===== src/rtl/button_debouncer.sv =====
// Two-flop synchronizer plus a 4-state consecutive-sample debounce FSM.
// Define DEBOUNCER_EDGE_PULSE_EN to add the btn_rise / btn_fall pulse outputs.
module button_debouncer #(
  parameter int DEBOUNCE_CYCLES = 1000000
) (
  input  logic clk,
  input  logic rst,
  input  logic button,
  output logic btn_db
`ifdef DEBOUNCER_EDGE_PULSE_EN
  ,
  output logic btn_rise,
  output logic btn_fall
`endif
);

  localparam int CNT_WIDTH = $clog2(DEBOUNCE_CYCLES + 1);
  localparam logic [CNT_WIDTH-1:0] LAST = CNT_WIDTH'(DEBOUNCE_CYCLES - 1);
  localparam logic [CNT_WIDTH-1:0] ONE  = CNT_WIDTH'(1);

  typedef enum logic [1:0] {
    STABLE_LOW  = 2'b00,
    WAIT_HIGH   = 2'b01,
    STABLE_HIGH = 2'b10,
    WAIT_LOW    = 2'b11
  } state_t;

  (* ASYNC_REG = "TRUE" *) logic sync_ff1;
  (* ASYNC_REG = "TRUE" *) logic sync_ff2;

  state_t               state;
  state_t               state_next;
  logic [CNT_WIDTH-1:0] count;
  logic [CNT_WIDTH-1:0] count_next;
  logic                 db_next;

  always_ff @(posedge clk) begin
    if (rst) begin
      sync_ff1 <= 1'b0;
      sync_ff2 <= 1'b0;
    end else begin
      sync_ff1 <= button;
      sync_ff2 <= sync_ff1;
    end
  end

  always_ff @(posedge clk) begin
    if (rst) begin
      state  <= STABLE_LOW;
      count  <= '0;
      btn_db <= 1'b0;
    end else begin
      state  <= state_next;
      count  <= count_next;
      btn_db <= db_next;
    end
  end

  // Counter only runs in WAIT states; any bounce drops it back to zero.
  always_comb begin
    state_next = state;
    count_next = '0;
    db_next    = btn_db;
    case (state)
      STABLE_LOW: begin
        if (sync_ff2) begin
          state_next = WAIT_HIGH;
          count_next = ONE;
        end
      end
      WAIT_HIGH: begin
        if (!sync_ff2) begin
          state_next = STABLE_LOW;
        end else if (count == LAST) begin
          state_next = STABLE_HIGH;
          db_next    = 1'b1;
        end else begin
          count_next = count + ONE;
        end
      end
      STABLE_HIGH: begin
        if (!sync_ff2) begin
          state_next = WAIT_LOW;
          count_next = ONE;
        end
      end
      WAIT_LOW: begin
        if (sync_ff2) begin
          state_next = STABLE_HIGH;
        end else if (count == LAST) begin
          state_next = STABLE_LOW;
          db_next    = 1'b0;
        end else begin
          count_next = count + ONE;
        end
      end
      default: begin
        state_next = STABLE_LOW;
        db_next    = 1'b0;
      end
    endcase
  end

`ifdef DEBOUNCER_EDGE_PULSE_EN
  always_ff @(posedge clk) begin
    if (rst) begin
      btn_rise <= 1'b0;
      btn_fall <= 1'b0;
    end else begin
      btn_rise <= (state == WAIT_HIGH) && (state_next == STABLE_HIGH);
      btn_fall <= (state == WAIT_LOW) && (state_next == STABLE_LOW);
    end
  end
`endif

endmodule


===== config.mk =====
export PLATFORM = sky130hd
export DESIGN_NAME = button_debouncer
export DESIGN_NICKNAME = d
export VERILOG_FILES = /design/src/rtl/button_debouncer.sv
export SDC_FILE = /design/constraint.sdc
export NUM_CORES = 1
export LEC_CHECK = 0
export CAP_MARGIN = 40
export CELL_PAD_IN_SITES_DETAIL_PLACEMENT = 0
export CELL_PAD_IN_SITES_GLOBAL_PLACEMENT = 1
export CORE_ASPECT_RATIO = 0.75
export CORE_MARGIN = 8
export CORE_UTILIZATION = 51
export CTS_BUF_LIST = sky130_fd_sc_hd__clkbuf_4 sky130_fd_sc_hd__clkbuf_8
export DETAILED_ROUTE_END_ITERATION = 12
export PLACE_DENSITY_LB_ADDON = 0.1
export SYNTH_ARGS = -nofsm -noshare
export SYNTH_HDL_FRONTEND = slang
export SYNTH_SLANG_ARGS = --single-unit

===== constraint.sdc =====
create_clock -name clk -period 4.35 [get_ports clk]
set_input_delay 0.435 -clock clk [delete_from_list [all_inputs] [get_ports clk]]
set_output_delay 0.435 -clock clk [all_outputs]
set_load 0.02 [all_outputs]

==> results of run 1 <==
[cells by family after synthesis]
| family | synth area share (%) |
|---|---|
| AOI/OAI and AO/OA | 9.06 |
| xor gates and xnor gates | 11.9 |
| adders and majority gates | 1.13 |
| buffers and inverters | 2.60 |
| DFF | 45.3 |
| and+or+nand+nor | 30.0 |
[layout make-up]
| cell class | instances | area [µm²] |
|---|---|---|
| multi-input cells | 94 | 576 |
| clock inverters | 1 | 5.00 |
| flip-flops and latches | 25 | 500 |
| clock buffers | 3 | 22.5 |
| inverters | 5 | 18.8 |
| repair buffers | 3 | 30.0 |
| fillers | 192 | 850 |
| well taps | 24 | 30.0 |
[per-stage QoR]
stage / util, % / std cells / hold slack (ps)
global placement: 56.8 / 151 / 419
detailed placement: 56.8 / 151 / 455
global route: 58.2 / 155 / 490
finish: 58.2 / 155 / 473
floorplan: - / 126 / 414
CTS: 58.2 / 155 / 475
[flip-flops by register name (all words and copies together), names as in the netlist, named ones only]
signal,count
count,20
btn_db,1
state,1
sync_ff1,1
sync_ff2,1
[power by group through the flow]
stage	logic (µW)	registers (µW)	clock network [µW]
global placement	8.70	238	0
detailed placement	8.82	238	0
finish	8.71	233	106
global route	9.56	233	119
floorplan	3.26	238	0
CTS	8.87	233	108
[cells in the final DEF (no fill, tap or decap), drive strengths merged]
cell	netlist	final
dfxtp	25	25
nor2	18	18
xnor2	9	9
nand2	7	7
nand3	7	7
xor2	6	6
o21ai	6	6
inv	5	5
a21oi	5	5
or3	5	5
or4	4	4
nand4	4	4
nor3	4	4
nor4	4	4
clkbuf	1	3
clkdlybuf4s50	0	3
and4	2	2
nor2b	2	2
or4b	1	1
nand4b	1	1
and3b	1	1
a31oi	1	1
o21bai	1	1
nand2b	1	1
o21a	1	1
o21ba	1	1
a21bo	1	1
nand3b	1	1
ha	1	1
clkinv	0	1
[path summary, 6_finish.rpt]
| path | to | slack, ps | cells after the start |
|---|---|---|---|
| worst min-delay path | count[0] | 470 | 1 |
| worst max-delay path | count[12] | 1860 | 4 |
| worst max register to register | count[12] | 1860 | 4 |
| worst min register to register | count[0] | 470 | 1 |
[layer usage]
| metal | wire length, µm | part of all wire (%) |
|---|---|---|
| met3 | 87 | 4.5 |
| met5 | 0 | 0 |
| met2 | 769 | 40 |
| met4 | 29 | 1.5 |
| met1 | 1050 | 54 |
==> results.toml, run 1 <==
[status]
status = "finished clean"

[clock_network]
ctsResizeCount = 0
cts_buffers = 3
cts_tree = "done"
clkSinkCount = 25
hold_buffers = 0
cts_buffer_depth = 2
clkLatencyLatePin_ps = 330
cts-root-buf = "clkbuf_4"
htree_num_levels = 1
path_clk_slew_ps = 140
postCtsSetupBuffers = 0

[job]
cap_violations = 0

[floorplan]
die_w_um = 69.7
io_pins = 4
initial_utilization_pct = 54.4
dieArea_um2 = 3930
core.rowCount = 14
coreArea_um2 = 2030
die_height_um = 56.3

[timing]
rsz0062_at_grt = "no"
period_share_pct = 57.2
finalCriticalPeriod_ps = 2490
setup_violations = 0
finalWorstSetupSlack_ps = 1860
worst_pin_slew_ps = 770
fin_setup_tns_ps = 0
fmax_mhz = 402
fin_skew_ps = 11.5
slew_violations = 0
max-slew-margin-rel_pct = 48.7
final-hold-violation-count = 0

[pwr]
finalPower_uw = 347
clockPowerShare_pct = 30.4
power_density_nw_per_um2 = 294
power.leakage_uw = 0.000339
pwr-share-seq_pct = 67.0
p_int_uw = 271
power.switching_uw = 76.4
switching_share_pct = 22.0
combPwrFrac_pct = 2.5
irDropWorstVdd_v = 0.000236

[detailed_routing]
viasPerCell = 5.52
firstDrtPassIters = 4
routed_wl_mm = 1.94
initialDrtViolationCount = 75
ant_nets = 0
routedWlPerCell_um = 12.5
remaining_drc_errors = 0
dr_total_vias = 856

[global_routing]
grtUsageMet3_pct = 4.39
grtUsageMet1_pct = 13.8
top_usage_layer = "met2"
grt_pass1_wl_mm = 3.38
grt_max_degree = 20
grt_overflow_total = 0
antenna_found_initial = 0
grt_pass1_vias = 757
groute.usage.overall_pct = 10.4
grtUsageMet2_pct = 14.3

[layout]
drive_gt1_share_pct = 5.34
stdcell_area_um2 = 1180
fin_nets = 136
area_delta_synth_final_pct = 7.02
antennaDiodeCount = 0

[setup_path]
worst_setup_path_end_kind = "flop"
critPathBufInv = 0
cp-start-kind = "flop"
max_stage_delay_ps = 660
crit_family = "simple AND/OR/NAND/NOR gates"
criticalPathCategory = "flop to flop"
startpoint = "count[6]"
cp_cell_sequence = "or4b_1 -> or4_1 -> o21ai_2 -> nor2_1"
crit_slowest_cell = "o21ai_2"
required_ps = 4540
cp.arrival_ps = 2680
worstPathMaxFanout = 19
rr_startpoint = "count[6]"

[logic_synthesis]
synth_area_um2 = 1100
ys_top_cells_by_area = "dfxtp_1 45%, xnor2_1 7.1%, nor2_1 6.1%"
yosys.cell_types.count = 30
yosysSeqAreaShare_pct = 45.3
synth_nets = 130
yosysMostFrequentCell = "dfxtp_1"
synth_area_per_cell_um2 = 8.77
ys_ff_latch = 25
yosys_warnings = 0
synth_top_area_cell = "dfxtp_1"
synth_edf_count = 0
synthTopCellsByCount = "25 x dfxtp_1, 18 x nor2_1, 9 x xnor2_1"
syn_inst = 126
ys_async_sr_fraction_pct = 0
ys.flop_type = "dfxtp_1"
yosysTopAreaCellShare_pct = 45.3

[placement]
pre_cts_slack_ps = 1890
dpl.hpwl_mm = 1.37
gp_congestion = 0.776
io_buffers = 3
dpl_cell_area_um2 = 1150

[min_path]
min_path_type = "flop to flop"
min_from = "state[0]"
(Power assumes the default switching activity.)
==> inputs of run 2 (changes only) <==
CORE_UTILIZATION = 43   (was 51)
clock period = 2 ns   (was 4.35 ns; I/O delays follow)
==> results.toml, run 2 (synthesis gave the netlist of run 1 again) <==
[status]
status = "finished with violations"
failed_checks = "setup timing"

[detailed_routing]
viasPerCell = 5.01
routed_wl_mm = 2.40
ant_nets = 0
remaining_drc_errors = 0
firstDrtPassIters = 6
initialDrtViolationCount = 45
routedWlPerCell_um = 12.8
dr_total_vias = 936

[placement]
gp_congestion = 0.782
placedCellCount = 179
pre_cts_slack_ps = -84.3
dpl.hpwl_mm = 1.64
io_buffers = 3
dpl_cell_area_um2 = 1310

[timing]
worst_pin_slew_ps = 525
finalWorstSetupSlack_ps = -156
finalCriticalPeriod_ps = 2160
fmax_mhz = 464
fin_skew_ps = 11.0
rsz0062_at_grt = "yes"
period_share_pct = 108
slew_violations = 0
final-hold-violation-count = 0
max-slew-margin-rel_pct = 64.7
setup_violations = 21

[layout]
final_common_cell = "dfxtp_1"
drive_gt1_share_pct = 27.8
final_cell_mix = "23 x dfxtp_1, 16 x buf_4, 9 x nor2_1, 9 x xnor2_1"
fin_cells = 187
fin_nets = 156
largest-register = "count"
antennaDiodeCount = 0
largest_reg_flops = 20
area_delta_synth_final_pct = 32.4
stdcell_area_um2 = 1460

[global_routing]
grt_pass1_vias = 901
grt_pass1_wl_mm = 4.00
grt_max_degree = 20
grt_overflow_total = 0
groute.usage.overall_pct = 11.4
antenna_found_initial = 0

[pwr]
clockPowerShare_pct = 30.3
power_density_nw_per_um2 = 517
p_int_uw = 590
combPwrFrac_pct = 2.7
irDropWorstVdd_v = 0.000442
power.leakage_uw = 0.000467
pwr-share-seq_pct = 66.9
switching_share_pct = 22.0
power.switching_uw = 166

[setup_path]
criticalPathCategory = "flop to flop"
worst_setup_path_end_kind = "flop"
cp.arrival_ps = 2380
cp-start-kind = "flop"
worstPathMaxFanout = 9
required_ps = 2220

[clock_network]
cts-root-buf = "clkbuf_4"
clkSinkCount = 25
path_clk_slew_ps = 140
cts_buffer_depth = 2
hold_buffers = 0
clkLatencyLatePin_ps = 320
cts_buffers = 3
cts_tree = "done"
htree_num_levels = 1

[floorplan]
coreArea_um2 = 2520
core.rowCount = 16
die_height_um = 59.9
initial_utilization_pct = 43.8
dieArea_um2 = 4460
io_pins = 4
die_w_um = 74.5

[job]
cap_violations = 0

[min_path]
min_path_type = "input pin to flop"
[run 2: cell count changes in the layout (fill, tap and decap cells not counted), sizes merged]
cell and change:
clkbuf +2, buf +18
[run 2: final cells by class]
type | count | area, µm²
clock buffers | 3 | 22.5
well taps | 36 | 45.0
flip-flops and latches | 25 | 503
multi-input cells | 94 | 637
clock inverters | 1 | 5.00
inverters | 5 | 18.8
repair buffers | 23 | 231
fillers | 256 | 1060
[run 2: stage by stage]
| stage | total power (µW) | util, % | hold WS (ps) | setup TNS [ps] |
|---|---|---|---|---|
| 2_1_floorplan | 526 | - | 269 | -300 |
| 3_3_place_gp | 536 | 52.0 | 417 | -36.0 |
| 3_5_place_dp | 537 | 52.0 | 432 | -909 |
| 4_1_cts | 767 | 53.4 | 396 | -98.8 |
| 5_1_grt | 797 | 58.0 | 389 | -3340 |
| 6_report | 756 | 58.0 | 405 | -2580 |
[run 2: worst paths after layout]
path	from	to	slack [ps]	depth (start not counted)
min	button	sync_ff1	400	2
min reg2reg	sync_ff1	sync_ff2	460	1
max reg2reg	count[8]	count[4]	-160	6
max	count[8]	count[4]	-160	6
[run 2: power by group through the flow]
stage	Clock [µW]	Combinational, µW	Sequential (µW)
after floorplan	0	7.33	519
after global placement	0	19.6	517
after detailed placement	0	19.8	517
after CTS	241	19.9	506
after global routing	266	22.9	508
final	229	20.8	506
[run 2: worst max-delay path, cell delays in order, from the launching register on]
cell       delay, ps
dfxtp_2          350
or4_4            530
or4_4            550
buf_6            150
o21ai_4          240
clkbuf_16        210
nor2_1            40
[run 2: per-layer routing]
metal / global-route usage (%) / part of all wire, %
met5: 0 / 0
met4: 1.67 / 0
met3: 3.52 / 5.5
met2: 17.5 / 44
met1: 15.4 / 51
[run 2: what timing repair did]
action                     CTS  global route
buffers inserted             0             2
setup endpoints to repair   21            21
pin swaps                    1             4
gates resized for setup      2            16
cloned                       0             2
==> RTL change 1, RTL diff (settings of run 2) <==
`DEBOUNCE_CYCLES`: 1000000 -> 2000000.
--- a/src/rtl/button_debouncer.sv
+++ b/src/rtl/button_debouncer.sv
@@ -3,3 +3,3 @@
 module button_debouncer #(
-  parameter int DEBOUNCE_CYCLES = 1000000
+  parameter int DEBOUNCE_CYCLES = 2000000
 ) (
Function: no difference found for any inputs over 10 cycles, from zero or initial values and one cycle with rst high; that may be too few to reach the edited logic, so the function may still have changed.
==> RTL change 1 against run 2 <==
Sequential cell count increased by 1; final cell count unchanged; wire length decreased by 4.9%; design area decreased by 5.6%; critical endpoint is now btn_db$_SDFFE_PP0P_; power increased by 20%; count of clock-buffer cells in the layout unchanged; area after synthesis increased by 4.6%; worst setup slack improved by 0.16 ns.
==> RTL change 1: results (changes against run 2) <==
stage	metric	value	unit	change
power	peak supply drop	666	µV	+51%
route	vias per std cell	5.17		+3.2%
clocking	worst skew pair latency	0.33	ns	
route	drt pass-1 iters	4		-2
final_layout	Most flops, register	count		
yosys	Synth top cells by count	dfxtp_1, nor2_1, xnor2_1		
yosys	synthesized netlist net count	138		+6.2%
final_layout	share of post-route cells with drive strength above 1	16.6	%	-11 points
yosys	Syn Inst Count	134		+6.3%
placed_design	DP Worst Slack	0.0224	ns	+0.107 ns
sta	Rel. slew slack	73.0	%	+8.3 points
clocking	CTS buffer count	3		unchanged
placed_design	dpl cells	183		+2.2%
worst_setup_path	FF-to-FF path depth	4		-2
worst_setup_path	Max stage delay on crit path	0.53	ns	-0.02 ns
global_routing	first-pass GRT wire length	4050	µm	+1.4%
yosys	share of the yosys chip area belonging to registers	45.0	%	-0.28 points
yosys	dominant cells by area after synthesis	dfxtp_1, xnor2_1, nor2_1		
global_routing	GRT Overall Usage	11.3	%	-0.074 points
worst_setup_path	CP Max Fanout	3		-6
status	outcome	finished, final reports clean		
placed_design	placed inst area	1320	µm²	+0.86%
power	clk pwr	0.000358	W	+56%
final_layout	footprint of the multi-input gates	607	µm²	-4.7%
clocking	CTS Buffer Depth	2		unchanged
final_layout	max reg flops	21		+5.0%
route	initial drt markers	37		-18%
route	routed via count	966		+3.2%
power	total chip power	0.000904	W	+20%
clocking	clock root buffer master	clkbuf_4		
power	LEAKAGE	0.399	nW	-15%
placed_design	GPL Wtd Cong	0.751		-3.9%
route	WL final	2280	µm	-4.9%
global_routing	number of global-route vias before repair	892		-1.0%
final_layout	Filler cells	235		-8.2%
==> RTL change 1: final timing paths <==
check                       start                   to  slack, ns
min reg2reg   sync_ff1$_SDFF_PP0_  sync_ff2$_SDFF_PP0_       0.46
min                        button  sync_ff1$_SDFF_PP0_       0.43
max          count[13]$_SDFF_PP0_  btn_db$_SDFFE_PP0P_      0.003
max reg2reg  count[13]$_SDFF_PP0_  btn_db$_SDFFE_PP0P_      0.003
==> RTL change 1: cell families (layout without fill, tap and decap cells) <==
logic type	Yosys count	after routing	synth area share, %
compound gates	19	19	9.20
xor+xnor	15	15	11.4
fa+ha+maj	1	1	1.08
buf+inv	10	27	3.46
flops	26	26	45.0
simple gates	63	63	29.9
==> RTL change 1: layout make-up <==
| cell class | instances | area share (%) |
|---|---|---|
| Sequential cell | 26 | 37.8 |
| Inverter | 7 | 1.90 |
| Clock buffer | 3 | 1.63 |
| Multi-Input combinational cell | 98 | 44.0 |
| Clock inverter | 1 | 2.18 |
| Tap cell | 36 | 3.26 |
| Timing Repair Buffer | 16 | 9.25 |
==> RTL change 1: repair_timing <==
| item | in CTS | in global routing |
|---|---|---|
| pin swaps | 1 | 0 |
| buffers inserted | 0 | 0 |
| resized for setup | 1 | 1 |
| endpoints found under the setup margin | 1 | 2 |
==> RTL change 1: routing by layer <==
| metal | up-vias | GRT usage, % | wire length, µm |
|---|---|---|---|
| met4 | 0 | 1.63 | 13 |
| met5 | - | 0 | 0 |
| met1 | 444 | 14.6 | 1160 |
| li1 | 504 | - | - |
| met2 | 16 | 17.9 | 986 |
| met3 | 2 | 4.13 | 120 |
==> RTL change 2, RTL diff (settings of run 2) <==
Without the edit above. Re-encode `state_t` (4 states) as Gray code, 2 bits wide.
--- a/src/rtl/button_debouncer.sv
+++ b/src/rtl/button_debouncer.sv
@@ -23,4 +23,4 @@
     WAIT_HIGH   = 2'b01,
-    STABLE_HIGH = 2'b10,
-    WAIT_LOW    = 2'b11
+    STABLE_HIGH = 2'b11,
+    WAIT_LOW    = 2'b10
   } state_t;
Formal check against the unedited RTL: same outputs for any inputs over 10 cycles, from zero or initial values and one cycle with rst high; not proved beyond that.
==> RTL change 2 against run 2 <==
Worst setup slack better by 0.29 ns; largest cell class unchanged; via count up 8.2%; design area down 3.4%; wire length up 2.5%; fmax up 16%; sequential cell count unchanged; area after synthesis up 13%; clock skew down 0.010 ns; critical path depth unchanged.
Power is not compared: it rests on default switching activity, and its combinational part moved more than twofold at a synthesized area within 25%.
==> RTL change 2: results (changes against run 2) <==
stage	metric	value	unit	change
status	outcome	finished, final reports clean		
yosys	dominant synthesized flop cell	dfxtp_1		
yosys	synthesized netlist net count	151		+16%
final_layout	layout net count	162		+3.8%
route	drt pass-1 iters	4		-2
sta	Rel. slew slack	77.6	%	+13 points
final_layout	ANT cells	0		unchanged
min_path	Hold Startpoint	sync_ff1$_SDFF_PP0_		
clocking	Setup Fix Bufs, Post-CTS	0		unchanged
worst_setup_path	WP data arrival	2.02	ns	-0.36 ns
placed_design	HPWL Detailed	1840	µm	+12%
final_layout	Filler cells	285		+11%
placed_design	port bufs	3		unchanged
global_routing	largest net degree at the start of global routing	14		-30%
final_layout	share of post-route cells with drive strength above 1	13.7	%	-14 points
worst_setup_path	CP Max Fanout	4		-5
route	vias per std cell	5.30		+6.0%
yosys	share of the yosys chip area belonging to registers	40.0	%	-5.3 points
route	initial drt markers	70		+56%
global_routing	number of global-route vias before repair	932		+3.4%
clocking	clock root buffer master	clkbuf_8		
yosys	dominant cells by area after synthesis	dfxtp_1, xnor2_1, nor2_1		
yosys	Synth Warn #	0		unchanged
placed_design	DP Worst Slack	0.118	ns	+0.202 ns
global_routing	GRT Overall Usage	10.4	%	-1.0 points
yosys	Synth async-reset ratio	0	%	unchanged
yosys	EDFF count, synth	0		unchanged
power	P_sw	0.000190	W	
worst_setup_path	crit path launch	state[0]$_SDFFE_PP0P_		
yosys	Netlist cell types	33		+10%
global_routing	initial antenna violation count	0		unchanged
clocking	H-tree levels	1		unchanged
placed_design	GPL Wtd Cong	0.886		+13%
power	LEAKAGE	0.461	nW	
clocking	CTS buffer count	3		unchanged
clocking	CTS Buffer Depth	2		unchanged
min_path	min-delay worst type	reg2reg		
global_routing	first-pass GRT wire length	4230	µm	+5.9%
sta	Setup Skew	0.000977	ns	-0.0101 ns
final_layout	Largest regs	count (20), state (2)		
route	WL/cell	12.9	µm	+0.40%
clocking	clock transition at the registers of the reported paths	0.08	ns	-0.06 ns
yosys	Synth top cells by count	dfxtp_1, nor2_1, xnor2_1, nand2_1		
power	peak supply drop	417	µV	
clocking	worst skew pair latency	0.27	ns	-0.05 ns
[RTL change 2: cell types whose count changed after synthesis, moves of 3 or more]
| cell | change |
|---|---|
| ha_1 | +4 |
| or4_1 | -4 |
| nand3_1 | -3 |
| nand4_1 | +3 |
| nor2_1 | +3 |
[RTL change 2: what timing repair did]
action,4_1_cts,5_1_grt
resized for setup,0,1
endpoints found under the setup margin,0,1
endpoints found under the hold margin,0,0
[RTL change 2: logic make-up (layout without fill, tap and decap cells)]
| logic type | after synthesis | after routing | share of synthesized area [%] |
|---|---|---|---|
| simple gates | 64 | 64 | 27.6 |
| compound gates | 18 | 18 | 9.09 |
| flops | 25 | 25 | 40.0 |
| mux | 4 | 4 | 3.40 |
| fa+ha+maj | 5 | 5 | 5.00 |
| buf+inv | 12 | 22 | 4.50 |
| xor+xnor | 15 | 15 | 10.5 |
[RTL change 2: worst max-delay path, stage by stage, from the launching register on]
cell,delay (ns)
dfxtp_1,0.39
inv_1,0.09
ha_1,0.24
mux2i_2,0.25
inv_1,0.09
a211oi_1,0.32
mux2_2,0.37
[RTL change 2: through the flow]
step / std cells / instance area [µm²]
floorplan: 143 / 1250
global placement: 187 / 1360
detailed placement: 187 / 1360
CTS: 191 / 1410
global route: 191 / 1410
finish: 191 / 1410
[RTL change 2: power by group through the flow]
stage	Combinational (W)	Sequential (W)	Clock, W
after floorplan	0.0000403	0.000526	0
after global placement	0.0000568	0.000527	0
after detailed placement	0.0000593	0.000527	0
after CTS	0.0000598	0.000516	0.000321
after global routing	0.0000689	0.000517	0.000341
final	0.0000607	0.000516	0.000307
[RTL change 2: cell type report]
class / instances / area share [%]
sequential: 25 / 35.4
tap: 38 / 3.37
inverter: 7 / 1.86
timing repair buffer: 11 / 6.38
multi-input combinational: 106 / 49.5
clock buffer: 4 / 3.45
[RTL change 2: metal layers]
metal,wire [µm],GRT usage [%],up-vias
met4,14,3.46,0
met5,0,0,-
met3,96,3.88,2
li1,-,-,520
met1,1340,13.7,474
met2,1010,15.2,17
[RTL change 2: final timing paths]
check | to | slack, ns | depth (start not counted)
setup / recovery | state[1]$_SDFFE_PP0P_ | 0.14 | 6
setup reg to reg | state[1]$_SDFFE_PP0P_ | 0.14 | 6
hold reg to reg | sync_ff2$_SDFF_PP0_ | 0.46 | 1
hold / removal | sync_ff2$_SDFF_PP0_ | 0.46 | 1
